`config.mk`:
```
export PLATFORM = sky130hd
export DESIGN_NAME = ds_dac_multi
export DESIGN_NICKNAME = d
export VERILOG_FILES = /design/src/rtl/ds_dac_pkg.sv /design/src/rtl/ds_mod1.sv /design/src/rtl/ds_dac_multi.sv
export SDC_FILE = /design/constraint.sdc
export NUM_CORES = 1
export LEC_CHECK = 0
export CORE_MARGIN = 2
export CORE_UTILIZATION = 55
export CTS_BUF_LIST = sky130_fd_sc_hd__clkbuf_8
export CTS_CLUSTER_SIZE = 16
export DETAILED_ROUTE_END_ITERATION = 8
export GPL_ROUTABILITY_DRIVEN = 0
export HOLD_SLACK_MARGIN = 0.02
export PLACE_DENSITY = 0.77
export SKIP_LAST_GASP = 1
export SYNTH_ARGS = -nofsm -noshare
export SYNTH_HDL_FRONTEND = slang
export SYNTH_SLANG_ARGS = --single-unit
```
`constraint.sdc`:
```
create_clock -name Clk -period 4.4 [get_ports Clk]
set_clock_uncertainty 0.2 [all_clocks]
set_input_delay 0.44 -clock Clk [delete_from_list [all_inputs] [get_ports Clk]]
set_output_delay 0.44 -clock Clk [all_outputs]
set_load 0.005 [all_outputs]
```
`src/rtl/ds_dac_pkg.sv`:
```
// Shared constants for the multi-channel first-order delta-sigma DAC.
// Provides the sigma reset value and the offset-binary midscale as functions of WIDTH.
package ds_dac_pkg;

    // Sigma register reset value: 2**w, the centre of the sigma swing.
    function automatic int unsigned sigma_rst(input int unsigned w);
        return 32'd1 << w;
    endfunction

    // Offset-binary midscale: 2**(w-1).
    function automatic int unsigned midscale(input int unsigned w);
        return 32'd1 << (w - 32'd1);
    endfunction

endpackage

```
`src/rtl/ds_mod1.sv`:
```
// One first-order delta-sigma modulator channel: sigma register plus output flop.
// Ports: clk_i, rst_i (async high), target_i [WIDTH-1:0] level, dac_o 1-bit stream.
module ds_mod1
    import ds_dac_pkg::*;
#(
    parameter int WIDTH = 13
) (
    input  logic             clk_i,
    input  logic             rst_i,
    input  logic [WIDTH-1:0] target_i,
    output logic             dac_o
);

    localparam logic [WIDTH+1:0] S_RST = (WIDTH+2)'(sigma_rst(WIDTH));

    logic [WIDTH+1:0] s_q;
    logic [WIDTH+1:0] s_d;
    logic [WIDTH+1:0] fb;
    logic             dac_q;

    // Feedback is {msb,msb,0..0}: adds -2**WIDTH (mod 2**(WIDTH+2)) when msb is set.
    assign fb  = {s_q[WIDTH+1], s_q[WIDTH+1], {WIDTH{1'b0}}};
    assign s_d = s_q + {2'b00, target_i} + fb;

    always_ff @(posedge clk_i or posedge rst_i) begin
        if (rst_i) begin
            s_q   <= S_RST;
            dac_q <= 1'b0;
        end else begin
            s_q   <= s_d;
            dac_q <= s_q[WIDTH+1];
        end
    end

    assign dac_o = dac_q;

endmodule

```
`src/rtl/ds_dac_multi.sv`:
```
// Multi-channel delta-sigma DAC: one-frame pending buffer, sample-period tick, mute ramp.
// Ports: Clk, Reset, SampleData/SampleValid/SampleReady frame handshake, Mute,
// DACout[CHANNELS] bitstreams, SampleTick period pulse, Underrun sticky flag.
module ds_dac_multi
    import ds_dac_pkg::*;
#(
    parameter int WIDTH    = 13,
    parameter int CHANNELS = 2,
    parameter int DIV      = 256
) (
    input  logic                      Clk,
    input  logic                      Reset,
    input  logic [CHANNELS*WIDTH-1:0] SampleData,
    input  logic                      SampleValid,
    output logic                      SampleReady,
    input  logic                      Mute,
    output logic [CHANNELS-1:0]       DACout,
    output logic                      SampleTick,
    output logic                      Underrun
);

    localparam int               CW      = (DIV > 2) ? $clog2(DIV) : 1;
    localparam logic [CW-1:0]    CNT_MAX = CW'(DIV - 1);
    localparam logic [WIDTH-1:0] MID     = WIDTH'(midscale(WIDTH));

    typedef logic [CHANNELS-1:0][WIDTH-1:0] frame_t;

    logic [CW-1:0] cnt_q,  cnt_d;
    frame_t        pend_q, pend_d;
    frame_t        act_q,  act_d;
    frame_t        tgt_q,  tgt_d;
    frame_t        goal;
    logic          full_q, full_d;
    logic          und_q,  und_d;
    logic          tick;
    logic          xfer;

    assign tick = (cnt_q == CNT_MAX);
    assign xfer = SampleValid && !full_q;

    always_comb begin
        cnt_d  = tick ? '0 : cnt_q + CW'(1);
        pend_d = xfer ? frame_t'(SampleData) : pend_q;
        // A transfer can only happen with pending empty, so it wins over the tick drain.
        full_d = full_q;
        if (tick) full_d = 1'b0;
        if (xfer) full_d = 1'b1;
        act_d  = (tick && full_q) ? pend_q : act_q;
        und_d  = und_q | (tick & ~full_q);
    end

    always_comb begin
        goal = '0;
        for (int k = 0; k < CHANNELS; k++)
            goal[k] = Mute ? MID : act_q[k];
    end

    // Target slews one LSB per tick toward its goal, so it can never overshoot.
    always_comb begin
        tgt_d = tgt_q;
        if (tick) begin
            for (int k = 0; k < CHANNELS; k++) begin
                if (tgt_q[k] < goal[k])
                    tgt_d[k] = tgt_q[k] + WIDTH'(1);
                else if (tgt_q[k] > goal[k])
                    tgt_d[k] = tgt_q[k] - WIDTH'(1);
            end
        end
    end

    always_ff @(posedge Clk or posedge Reset) begin
        if (Reset) begin
            cnt_q  <= '0;
            pend_q <= '0;
            full_q <= 1'b0;
            und_q  <= 1'b0;
            for (int k = 0; k < CHANNELS; k++) begin
                act_q[k] <= MID;
                tgt_q[k] <= MID;
            end
        end else begin
            cnt_q  <= cnt_d;
            pend_q <= pend_d;
            full_q <= full_d;
            und_q  <= und_d;
            act_q  <= act_d;
            tgt_q  <= tgt_d;
        end
    end

    assign SampleReady = !full_q;
    assign SampleTick  = tick;
    assign Underrun    = und_q;

    for (genvar k = 0; k < CHANNELS; k++) begin : g_ch
        ds_mod1 #(
            .WIDTH(WIDTH)
        ) u_mod (
            .clk_i   (Clk),
            .rst_i   (Reset),
            .target_i(tgt_q[k]),
            .dac_o   (DACout[k])
        );
    end

endmodule

```
# After elaboration in Yosys (flattened, before gate mapping)
# Index checks and enable logic that the tools add are counted.
# classes
add_sub_neg,9
order_cmp,4
n_eq_ne,1
mux,9
bitwise_logic,3
reduce_logical,8
# ops
cell,n
$mux 13,6
$add 15x13->15,2
$add 15x15->15,2
$add 13x1->13 const B,2
$gt 13x13->1,2
$lt 13x13->1,2
$sub 13x1->13 const B,2
$add 8x1->8 const B,1
$eq 8x8->1 const B,1
$mux 8,1
$reduce_bool 2->1,3
$reduce_and 2->1,2
$logic_and 1x1->1,2
$mux 1,2
$and 1x1->1,1
$logic_not 1->1,1
$not 1->1,1
$or 1x1->1,1
# totals
ff_bits,120
inputBits,30
elab_cells,47

# Logic depth before layout (Yosys ltp)
# depth
depth_word,4
depth_mapped,16
ltp_nobuf,15

# By module
# A second synthesis with hierarchy kept.
# unflattened
cells_unflattened,660
hier_area_um2,7115.6
# by_module_without_submodules
module,n_inst,cells_per_inst,area_each_um2,seq_area_each_um2
ds_dac_multi,1,446,4969.8,2207.1
ds_mod1 (g_ch[0].u_mod),1,112,1084.8,401.6
ds_mod1 (g_ch[1].u_mod),1,102,1061.0,401.6

# Worst setup path before layout
# Ideal clock, no wire load.
# synth_timing
path_kind,input to register
startpoint,input Mute
endpoint,register tgt_q[23] in the netlist's numbering
setup_time_ns,0.125
arrival_ns,4.073
t_required_ns,4.075
setup_slack_ns,0.002
stages,15
path_cell_list,clkbuf_1 nand2b_1 ha_1 nand3_1 nor3_1 inv_1 o21ai_0 ha_1 nor2b_1 o31a_1 o21a_1 a31o_1 a21oi_2 xnor2_1 mux2_2
# synth_via
elab_chain_cells,4
# synth_lines
element,line,rtl
"start, declared",ds_dac_multi.sv:16,"input logic Mute,"
$mux 13 *,ds_dac_multi.sv:55,goal[k] = Mute ? MID : act_q[k];
$lt 13x13->1 or $gt 13x13->1 (tied branches),"ds_dac_multi.sv:63, ds_dac_multi.sv:65",
$reduce_bool 2->1 (no line),--,
$reduce_and 2->1 (no line),--,
"end signal, assigned",ds_dac_multi.sv:87,tgt_q <= tgt_d;
"end, declared",ds_dac_multi.sv:31,"frame_t tgt_q, tgt_d;"
# Every way passes the cells marked *; elsewhere a longest branch is shown, timed or not.
# A chain may end at the register's enable or synchronous reset.

# Worst setup path in the final report
# layout_timing
startpoint,input Mute
endpoint,register tgt_q[8] in the netlist's numbering
# Same word-level chain as after synthesis.

==> metrics.cfg <==
[outcome]
status = complete, no violations

[sta]
period_minus_slack_ns = 4.08
final.setup.worst_slack_ns = 0.319
hold_viol = 0
slew_headroom_pct = 16.2
setup_tns_ns = 0
slew_violations = 0
rsz0062_at_grt = no
fmax_mhz = 245
finalSetupViolations = 0
max_slew.worst_pin.slew_ns = 1.25
post-route-period-util_pct = 92.7

[cells_and_area]
mostFrequentLayoutCells = 114 x dfrtp_1, 77 x ha_1, 61 x mux2_2, 46 x nor2_1, 34 x clkdlybuf4s50_1
final_util_pct = 64.1
nNetsFinal = 804
layout_commonest_cell = dfrtp_1
area_growth_pct = 14.7
drive_above_1_share_pct = 18.1
antenna_cells = 0

[routing]
wire_per_inst_um = 15.1
dr.pass1.iters = 4
drc_errors = 0
avgViaCountPerCell = 5.61
num_vias = 4926
postRouteAntennaNets = 0
drt_iter0_drc = 224
routed_wl_mm = 13.3

[floorplanning]
start_util_pct = 55.9
die_height_um = 117
ios = 35
dieArea_um2 = 13600
core_area_um2 = 12500
rows = 41
die_w_um = 117

[global_routing]
grt_pass1_wl_mm = 23.2
overflow = 0
grt_start_max_net_pins = 80
grtUsageMet2_pct = 35.3
track_usage_pct = 21.8
top_usage_layer = met2
antenna_found_initial = 0
grt_use_met1_pct = 28.5
use_met3_pct = 4.77
grt_pass1_vias = 5000

[logic_synthesis]
synth_edf_count = 0
avgSynthCellArea_um2 = 11.0
async_flop_share_pct = 100
syn_area_um2 = 6960
yosysSeqAreaShare_pct = 43.2
synthFlopType = dfrtp_1
synth.distinct_cells = 58
yosys_warnings = 0
ys_seq_elements = 120
synth_fp_nets = 746
syn-instance-count = 635

[cts]
clock_latency_ns = 0.45
tritoncts = built
numCtsBuffers = 17
cts-root-buf = clkbuf_8
numClockSinks = 120
cts_setup_buffers = 0
cts_buffer_depth = 2
clk_pin_slew_ns = 0.07
post_cts_resized = 0
cts_htree_levels = 4
hold_buffers = 0

[setup_path]
critical_path_class = in2reg
cp_max_fo = 17
cp.required_ns = 4.52
cp-start-kind = input port
critPathCaptureType = register
reg2regPathDepth = 12
arrival_ns = 4.20

[power]
finalPower_uw = 3750
vdd.ir_drop.worst_v = 0.000281
power.leakage_uw = 0.00364
pwr_density_cell_nw_per_um2 = 469

[job]
cap_violations = 0

[placed_design]
dp_hpwl_mm = 10.0
io_buffer_count = 34
dpl_worst_slack_ns = -0.0954

[hold_path]
hold_depth = 0
min_path_type = reg2reg

synthesized netlist by cell type, types with 3 or more instances:
cell type	instances	area [µm²]
dfrtp_1	114	2850
ha_1	77	963
mux2_2	61	687
nor2_1	46	173
a21oi_1	33	165
nand2b_1	32	200
nand2_1	31	116
xnor2_1	31	272
o21ai_0	25	125
inv_1	23	86.3
xor2_1	18	158
nand3_1	13	65.1
o21a_1	11	82.6
o21ai_1	11	55.1
a21o_1	10	75.1
nor2b_1	10	62.6
a211oi_1	7	52.6
nor3_1	7	35.0
dfstp_2	6	158
and2_1	5	31.3
clkbuf_1	4	15.0
fa_1	4	80.1
buf_2	3	15.0
nand4_1	3	18.8
o21bai_1	3	22.5
o31ai_1	3	22.5
or3_1	3	18.8
area by class of cell:
class | instances | area, µm²
Clock buffer | 18 | 248
Clock inverter | 14 | 150
Fill cell | 950 | 4480
Inverter | 24 | 92.6
Multi-Input combinational cell | 479 | 3800
Sequential cell | 120 | 3010
Tap cell | 172 | 215
Timing Repair Buffer | 51 | 468
registers in the layout (all words and copies together), names as in the netlist:
register,cells
Underrun,1
act_q,26
cnt_q,8
full_q,1
g_ch.u_mod.dac_o,2
g_ch.u_mod.s_q,30
pend_q,26
tgt_q,26
per-layer routing:
layer	vias to the layer above	share of wire [%]	wire, µm
met5	-	0	0
met4	0	2.4	319
met3	30	3.3	439
met2	88	49	6510
met1	2401	45	5990
li1	2407	-	-
cells by family after synthesis:
kind of cell / count (synthesis) / synth area share, %
flops: 120 / 43.2
mux: 61 / 9.87
buf+inv: 36 / 2.21
simple gates: 160 / 11.5
xor+xnor: 49 / 6.16
fa+ha+maj: 81 / 15.0
compound gates: 128 / 12.0
stage by stage:
stage	hold slack (ns)	cell area (µm²)	std cells
2_1_floorplan	0.157	6960	635
3_3_place_gp	0.162	7590	846
3_5_place_dp	0.169	7590	846
4_1_cts	0.183	7990	878
5_1_grt	0.191	7990	878
6_report	0.183	7990	878
worst max-delay path, cell delays in order:
cell	delay (ns)
clkdlybuf4s50_1	0.41
buf_4	0.18
nand2b_1	0.15
ha_1	0.30
a21o_1	0.17
a221o_1	0.35
a221oi_2	0.32
o21ai_1	0.29
ha_1	0.41
o21ai_0	0.28
a21oi_1	0.12
or2_2	0.30
a31oi_1	0.21
xor2_1	0.19
o21ai_1	0.08
where the power goes:
part	leakage, µW	switching (µW)	internal [µW]	total, µW
Sequential	0.00146	89.5	1310	1400
Clock	0.000195	460	519	979
Combinational	0.00199	714	656	1370
Total	0.00364	1260	2480	3750
final timing paths:
path                                       start             endpoint  slack, ns
max                                         Mute             tgt_q[8]       0.32
min reg2reg                g_ch[0].u_mod.s_q[14]  g_ch[0].u_mod.dac_o       0.18
max in group asynchronous                  Reset            tgt_q[15]       2.76
min in group asynchronous                  Reset  g_ch[1].u_mod.dac_o       0.35
max reg2reg                             tgt_q[6]             tgt_q[8]       0.58
min                        g_ch[0].u_mod.s_q[14]  g_ch[0].u_mod.dac_o       0.18
(Power assumes the default switching activity.)
